$ cat config.mk
export PLATFORM = sky130hd
export DESIGN_NAME = seq_player
export DESIGN_NICKNAME = d
export VERILOG_FILES = /design/src/rtl/genius_pkg.sv /design/src/rtl/led_decoder.sv /design/src/rtl/seq_player.sv
export SDC_FILE = /design/constraint.sdc
export NUM_CORES = 1
export LEC_CHECK = 0
export CAP_MARGIN = 20
export CORE_ASPECT_RATIO = 1.4
export CORE_MARGIN = 2
export CORE_UTILIZATION = 51
export CTS_BUF_LIST = sky130_fd_sc_hd__clkbuf_16
export DETAILED_ROUTE_END_ITERATION = 10
export PLACE_DENSITY = 0.86
export SLEW_MARGIN = 10
export SYNTH_ARGS = -nofsm -noshare
export SYNTH_HDL_FRONTEND = slang
export SYNTH_SLANG_ARGS = --single-unit
$ cat constraint.sdc
create_clock -name clk -period 2.3 [get_ports clk]
set_input_delay 0.23 -clock clk [delete_from_list [all_inputs] [get_ports clk]]
set_output_delay 0.23 -clock clk [all_outputs]
set_load 0.03 [all_outputs]
$ cat src/rtl/genius_pkg.sv
// Shared types and defaults for the Genius sequence player.
// Latency: n/a (declarations only).
// Backpressure: n/a.
package genius_pkg;

    localparam int COLOR_CODEFY_W = 2;
    localparam int ADDR_WIDTH     = 5;

    typedef enum logic [1:0] {
        GREEN  = 2'b00,
        RED    = 2'b01,
        BLUE   = 2'b10,
        YELLOW = 2'b11
    } color_e;

    typedef enum logic [2:0] {
        IDLE,
        FETCH,
        WAIT_DATA,
        LED_ON,
        LED_OFF,
        FINISH
    } player_state_e;

    // Largest of four durations; sizes the shared on/off down-counter.
    function automatic int max4(input int a, input int b, input int c, input int d);
        int m;
        m = a;
        if (b > m) m = b;
        if (c > m) m = c;
        if (d > m) m = d;
        return m;
    endfunction

endpackage

$ cat src/rtl/led_decoder.sv
// Maps a color code plus enable onto four one-hot LED lines.
// Latency: purely combinational, zero cycles.
// Backpressure: none; outputs follow inputs.
module led_decoder
    import genius_pkg::*;
(
    input  color_e color_i,
    input  logic   en_i,
    output logic   led_green_o,
    output logic   led_red_o,
    output logic   led_blue_o,
    output logic   led_yellow_o
);

    // One LED per code while enabled, all dark otherwise.
    always_comb begin
        led_green_o  = 1'b0;
        led_red_o    = 1'b0;
        led_blue_o   = 1'b0;
        led_yellow_o = 1'b0;
        if (en_i) begin
            case (color_i)
                GREEN:   led_green_o  = 1'b1;
                RED:     led_red_o    = 1'b1;
                BLUE:    led_blue_o   = 1'b1;
                YELLOW:  led_yellow_o = 1'b1;
                default: led_green_o  = 1'b0;
            endcase
        end
    end

endmodule

$ cat src/rtl/seq_player.sv
// Plays a stored color sequence on four LEDs with fixed on/off timing.
// Latency: start -> read strobe 1 cycle, LED on from cycle 3; 2+ON+OFF cycles per color.
// Backpressure: none; start requests while busy are dropped, abort always wins.
module seq_player
    import genius_pkg::*;
#(
    parameter int COLOR_CODEFY_W = genius_pkg::COLOR_CODEFY_W,
    parameter int ADDR_WIDTH     = genius_pkg::ADDR_WIDTH,
    parameter int FAST_ON        = 4,
    parameter int FAST_OFF       = 2,
    parameter int SLOW_ON        = 8,
    parameter int SLOW_OFF       = 4
) (
    input  logic                      clk,
    input  logic                      rst_n,
    input  logic                      play_start,
    input  logic                      abort,
    input  logic                      speed,
    input  logic [ADDR_WIDTH-1:0]     seq_len,
    output logic                      mem_rd_en,
    output logic [ADDR_WIDTH-1:0]     mem_addr,
    input  logic [COLOR_CODEFY_W-1:0] mem_rdata,
    output logic                      led_green,
    output logic                      led_red,
    output logic                      led_blue,
    output logic                      led_yellow,
    output logic                      busy,
    output logic                      done
);

    localparam int MAX_DUR = max4(FAST_ON, FAST_OFF, SLOW_ON, SLOW_OFF);
    localparam int TW      = $clog2(MAX_DUR + 1);

    localparam logic [TW-1:0] T_FAST_ON  = TW'(FAST_ON);
    localparam logic [TW-1:0] T_FAST_OFF = TW'(FAST_OFF);
    localparam logic [TW-1:0] T_SLOW_ON  = TW'(SLOW_ON);
    localparam logic [TW-1:0] T_SLOW_OFF = TW'(SLOW_OFF);
    localparam logic [TW-1:0] T_ONE      = TW'(1);

    player_state_e              state_q, state_d;
    logic [ADDR_WIDTH-1:0]      index_q, index_d;
    logic [ADDR_WIDTH-1:0]      len_q, len_d;
    logic                       speed_q, speed_d;
    logic [TW-1:0]              timer_q, timer_d;
    logic [COLOR_CODEFY_W-1:0]  color_q, color_d;

    logic                       rd_en_c;
    logic                       led_en_c;
    logic                       done_c;
    logic [ADDR_WIDTH:0]        idx_inc;

    // One extra bit so the last-color test cannot alias when len is at its maximum.
    assign idx_inc = {1'b0, index_q} + {{ADDR_WIDTH{1'b0}}, 1'b1};

    // State and datapath registers; reset discards any playback in flight.
    always_ff @(posedge clk or negedge rst_n) begin
        if (!rst_n) begin
            state_q <= IDLE;
            index_q <= '0;
            len_q   <= '0;
            speed_q <= 1'b0;
            timer_q <= '0;
            color_q <= '0;
        end else begin
            state_q <= state_d;
            index_q <= index_d;
            len_q   <= len_d;
            speed_q <= speed_d;
            timer_q <= timer_d;
            color_q <= color_d;
        end
    end

    // Next-state and strobe logic; length and speed are only sampled in IDLE.
    always_comb begin
        state_d  = state_q;
        index_d  = index_q;
        len_d    = len_q;
        speed_d  = speed_q;
        timer_d  = timer_q;
        color_d  = color_q;
        rd_en_c  = 1'b0;
        led_en_c = 1'b0;
        done_c   = 1'b0;

        case (state_q)
            IDLE: begin
                if (play_start && !abort) begin
                    len_d   = seq_len;
                    speed_d = speed;
                    index_d = '0;
                    state_d = FETCH;
                end
            end
            // The empty-sequence check uses the latched length, so a zero-length
            // request spends one silent cycle here before finishing.
            FETCH: begin
                if (len_q == '0) begin
                    state_d = FINISH;
                end else begin
                    rd_en_c = 1'b1;
                    state_d = WAIT_DATA;
                end
            end
            WAIT_DATA: begin
                color_d = mem_rdata;
                timer_d = speed_q ? T_FAST_ON : T_SLOW_ON;
                state_d = LED_ON;
            end
            LED_ON: begin
                led_en_c = 1'b1;
                if (timer_q <= T_ONE) begin
                    timer_d = speed_q ? T_FAST_OFF : T_SLOW_OFF;
                    state_d = LED_OFF;
                end else begin
                    timer_d = timer_q - T_ONE;
                end
            end
            LED_OFF: begin
                if (timer_q <= T_ONE) begin
                    timer_d = '0;
                    index_d = idx_inc[ADDR_WIDTH-1:0];
                    state_d = (idx_inc == {1'b0, len_q}) ? FINISH : FETCH;
                end else begin
                    timer_d = timer_q - T_ONE;
                end
            end
            FINISH: begin
                done_c  = 1'b1;
                state_d = IDLE;
            end
            default: begin
                state_d = IDLE;
            end
        endcase

        // Abort silences everything this cycle and returns to IDLE next cycle.
        if (abort) begin
            state_d  = IDLE;
            timer_d  = '0;
            rd_en_c  = 1'b0;
            led_en_c = 1'b0;
            done_c   = 1'b0;
        end
    end

    assign mem_rd_en = rd_en_c;
    assign mem_addr  = index_q;
    assign busy      = (state_q != IDLE);
    assign done      = done_c;

    led_decoder u_led_decoder (
        .color_i      (color_e'(color_q[1:0])),
        .en_i         (led_en_c),
        .led_green_o  (led_green),
        .led_red_o    (led_red),
        .led_blue_o   (led_blue),
        .led_yellow_o (led_yellow)
    );

endmodule

### Word-level counts from Yosys, hierarchy flattened

Cells that the tools add are included.
Widths: inputs -> output; s select.

* bitwise gates (word level): 0
* equal/unequal tests: 14
* order comparisons: 1
* muxes and demuxes: 31
* shift operators: 0
* $mul: 0
* reduce and logical (&&, ||, !) cells: 11
* add/subtract/negate cells: 2
* divide/modulo/power cells: 0

Operators with widths (number)
* $mux 3: 7
* $mux 4: 4
* $mux 1: 15
* $pmux 3 s5: 1
* $pmux 4 s3: 1
* $mux 5: 2
* $pmux 5 s2: 1
* $ne 3x3->1 const B: 3
* $add 5x1->6 const B: 1
* $eq 3x2->1 const B: 2
* $eq 3x3->1 const B: 2
* $eq 6x5->1: 1
* $reduce_and 3->1: 2
* $logic_not 5->1: 1
* $eq 2x2->1 const B: 2
* $le 4x1->1 const B: 1
* $ne 2x2->1 const B: 2
* $reduce_bool 4->1: 1
* $sub 4x1->4 const B: 1
* $eq 3x1->1 const B: 1
* $logic_not 3->1: 1
* $reduce_bool 3->1: 1
* $eq 2x1->1 const B: 1
* $logic_not 2->1: 1
* other kinds (4): 4

* memories kept: 0
* input port bits: 12
* ROM bits: 0
* latch bits: 0
* output and inout bits: 12
* flip-flop bits (word level): 20
* memory bits (writable): 0

### Logic depth before layout (Yosys ltp)

* word-level depth: 6
* depth in mapped cells: 7
* gate-level depth less buffers: 7

### By module

Synthesis repeated with hierarchy kept, for this count alone.

* cell total of the unflattened synthesis: 132
* area, all modules: 1265.0 um^2

By module, submodules not included
* seq_player: area an instance 1227.4 um^2, instances 1, sequential area each 500.5 um^2, cells each 128
* led_decoder: area an instance 37.5 um^2, instances 1, sequential area each 0.0 um^2, cells each 4

### Worst setup path after synthesis

OpenSTA, ideal clock, no wires.

* path kind: reg-to-output
* from: reg state_q[1]
* to: out mem_rd_en
* arrival: 1888 ps
* slack: 182 ps
* path buffers: 2
* stages on the path, launching flop included: 5
* data required time: 2070 ps
* cell sequence: dfrtp_1 buf_6 clkbuf_1 a21oi_1 nor4b_1

* longest elaborated chain between the ends: 3

RTL lines
* from (decl): line seq_player.sv:40 `player_state_e state_q, state_d;`
* from (signal assigned): line seq_player.sv:65 `state_q <= state_d;`
* $eq 3x1->1: line seq_player.sv:86 `case (state_q)`
* $mux 1: line seq_player.sv:86
* $mux 1: line seq_player.sv:138 `if (abort) begin`
* to (decl): line seq_player.sv:20 `output logic mem_rd_en,`

No other way between the ends.

### Worst setup path after layout

* from: reg state_q[2]
* to: out led_green

* longest elaborated chain between the ends: 4

RTL lines
* $eq 3x2->1: line seq_player.sv:86
* $mux 1: line seq_player.sv:86
* $mux 1: line seq_player.sv:138
* $mux 1: line led_decoder.sv:21 `if (en_i) begin`
* to (decl): line seq_player.sv:23 `output logic led_green,`

No other way between the ends.

==> results.txt <==
Final nets: 181
Gr usage total: 24.6%
Post-synth cell types: 40
Slew HR: 70.4%
Initial core utilization: 53.5%
Asr flop ratio synth: 100%
Initial antenna violation count: 0
Filler cell count: 181
Synth Cell Area: 0.00126 mm^2
Top cells by area, synth: dfrtp_1 40%, mux2_2 7.1%, nor2_1 3.3%
DR iter-0 viols: 70
Hold Crit Class: input pin to async pin
Peak supply drop: 0.000649 V
Clock-pin slew on the worst setup and hold paths: 0.06 ns
Post-Syn Nets: 151
Static leakage: 0.731 nW
Fin. max-slew vios: 0
Reg2Reg Depth: 5
Layout cells sized above 1: 15.2%
Clock buffer depth: 2
DPL Wire Length: 2.36 mm
Cts hold-fix bufs: 0
Worst EP required: 2.07 ns
Drt drc: 0
Yosys warns: 0
H-Tree Depth: 1
Hold violation total from the final report: 0
Unrepaired setup endpoints after global routing: no
FP Rows: 21
Die ar.: 0.00290 mm^2
DRT Pass-1 Iters: 4
Mapped Cells: 136
I/O pins: 24
I/O Buffers: 23
Syn Area/Cell: 9.30 um^2
Post-route setup TNS: 0 ns
Critical Path End Type: output port
GP Congestion: 0.907
First-pass GRT wire length: 5.33 mm
Register area share after synthesis: 39.6%
Die width: 46.1 um
Synthesis-to-finish area growth: 30.3%
Flops & latches, synth: 20
Setup crit start kind: flop
Post-synth EDFFs: 0
Area leader, netlist: dfrtp_1
TritonCTS Buffers: 3
Power Density: 842 mW/mm^2
Status: finished clean
Post-CTS Setup Inserts: 0
Die Ht: 62.9 um
Most frequent cell after synthesis: dfrtp_1
Sink Count: 20
Worst reg2reg path startpoint: state_q[2]
Final wirelength: 3.29 mm
Tightest Pin Transition: 0.444 ns
Max Cap Violations: 0
Number of global-route vias before repair: 1224
Root buffer cell: clkbuf_16
Vias/cell: 6.40
Top_reg_cell synth: dfrtp_1
CTS tree: yes
Fin crit share: 90.2%
Placed inst area: 0.00154 mm^2
Largest net degree at the start of global routing: 21
Worst-path fanout max: 14
Internal reg-to-reg setup slack: 0.25 ns
Setup Crit Path Kind: flop to output port
Peak Freq: 482 MHz
Yosys top cell area share: 39.6%
Critical path arrival: 1.85 ns
Drt wl/cell: 17.5 um
Clk Latency, worst-skew pair: 0.25 ns
Min Tclk post-route: 2.08 ns
Setup Skew: 0.00246 ns
Via count: 1203
Setup violators final: 0
Placeable Area: 0.00236 mm^2
Cts repair resizes: 1
Critical R2R Capture: mem_addr[2]
Top cells by count, synth: 20 x dfrtp_1, 11 x nor2_1, 10 x nand2_1
Power, Total: 1.39 mW
WHS: 0.310 ns
# diodes: 0
Design Area, Final: 0.00165 mm^2
Post-route ant nets: 0
Congestion Overflow GR: 0
[cells in the final DEF, fill, tap and decap left out, drive strengths merged, types with 2 or more instances in the layout]
cell type / synthesis / final
buf: 2 / 11
clkdlybuf4s50: 0 / 17
mux2i: 3 / 3
nor3: 6 / 6
nor4b: 2 / 2
xnor2: 3 / 3
o21ai: 10 / 10
nor2b: 2 / 2
mux2: 8 / 8
nand3: 3 / 3
or3: 2 / 2
xor2: 4 / 4
a21oi: 8 / 8
inv: 6 / 6
a311oi: 2 / 2
clkbuf: 4 / 3
nand2b: 2 / 2
a31oi: 3 / 3
nand2: 10 / 10
nor4: 3 / 3
dfrtp: 20 / 20
nor2: 11 / 11
a32o: 2 / 2
dlymetal6s2s: 0 / 2
a211o: 2 / 2
and3: 2 / 2
ha: 3 / 3
[layout make-up]
type / instances / area (um^2) / area share [%]
inverter: 6 / 22.5 / 1.37
clock inverter: 1 / 30.0 / 1.82
sequential: 20 / 500 / 30.4
multi-input combinational: 104 / 704 / 42.7
timing repair buffer: 31 / 287 / 17.4
tap: 23 / 28.8 / 1.75
clock buffer: 3 / 75.1 / 4.56
[state kept, by name, summed over array words and instances, names as in the netlist]
register,cells
color_q,2
len_q,5
mem_addr,5
speed_q,1
state_q,3
timer_q,4
[cell families after synthesis]
kind of cell / after synthesis / share of synthesized area (%)
buf+inv: 12 / 4.75
mux: 11 / 9.50
compound gates: 36 / 18.9
simple gates: 47 / 19.5
flops: 20 / 39.6
xor+xnor: 7 / 4.85
fa+ha+maj: 3 / 2.97
[critical path, cell delays in order, from the launching register on]
cell and delay [ns]:
dfrtp_1 0.53, nor2b_1 0.22, nand2_1 0.17, nor4_1 0.23, dlygate4sd2_1 0.44
[where the power goes]
| part | switching [mW] | internal [mW] | total [mW] |
|---|---|---|---|
| combinational | 0.201 | 0.195 | 0.396 |
| sequential | 0.0917 | 0.424 | 0.515 |
| clock | 0.131 | 0.345 | 0.477 |
| total | 0.424 | 0.964 | 1.39 |
[how the worst max path moves through the flow]
stage	startpoint	to	slack, ns	cells after the start
floorplan	state_q[1]	mem_rd_en	0.18	4
global placement	abort	mem_rd_en	0.12	3
detailed placement	abort	mem_rd_en	0.14	3
CTS	len_q[2]	mem_rd_en	0.005	4
global route	state_q[2]	led_green	0.1	4
finish	state_q[2]	led_green	0.22	4
[routing by layer]
layer,global-route usage [%],up-vias,part of all wire [%]
li1,-,563,-
met2,42.9,51,55
met4,7.50,0,1.1
met1,30.0,584,38
met5,0,-,0
met3,2.89,5,5.8
[per-stage QoR]
stage | util [%] | instances | setup slack (ns)
after floorplan | - | 136 | 0.182
after global placement | 65.1 | 184 | 0.122
after detailed placement | 65.1 | 184 | 0.145
after CTS | 69.5 | 188 | 0.00450
after global routing | 69.7 | 188 | 0.0996
final | 69.7 | 188 | 0.225
Note: power is estimated with default switching activity, not from simulation.
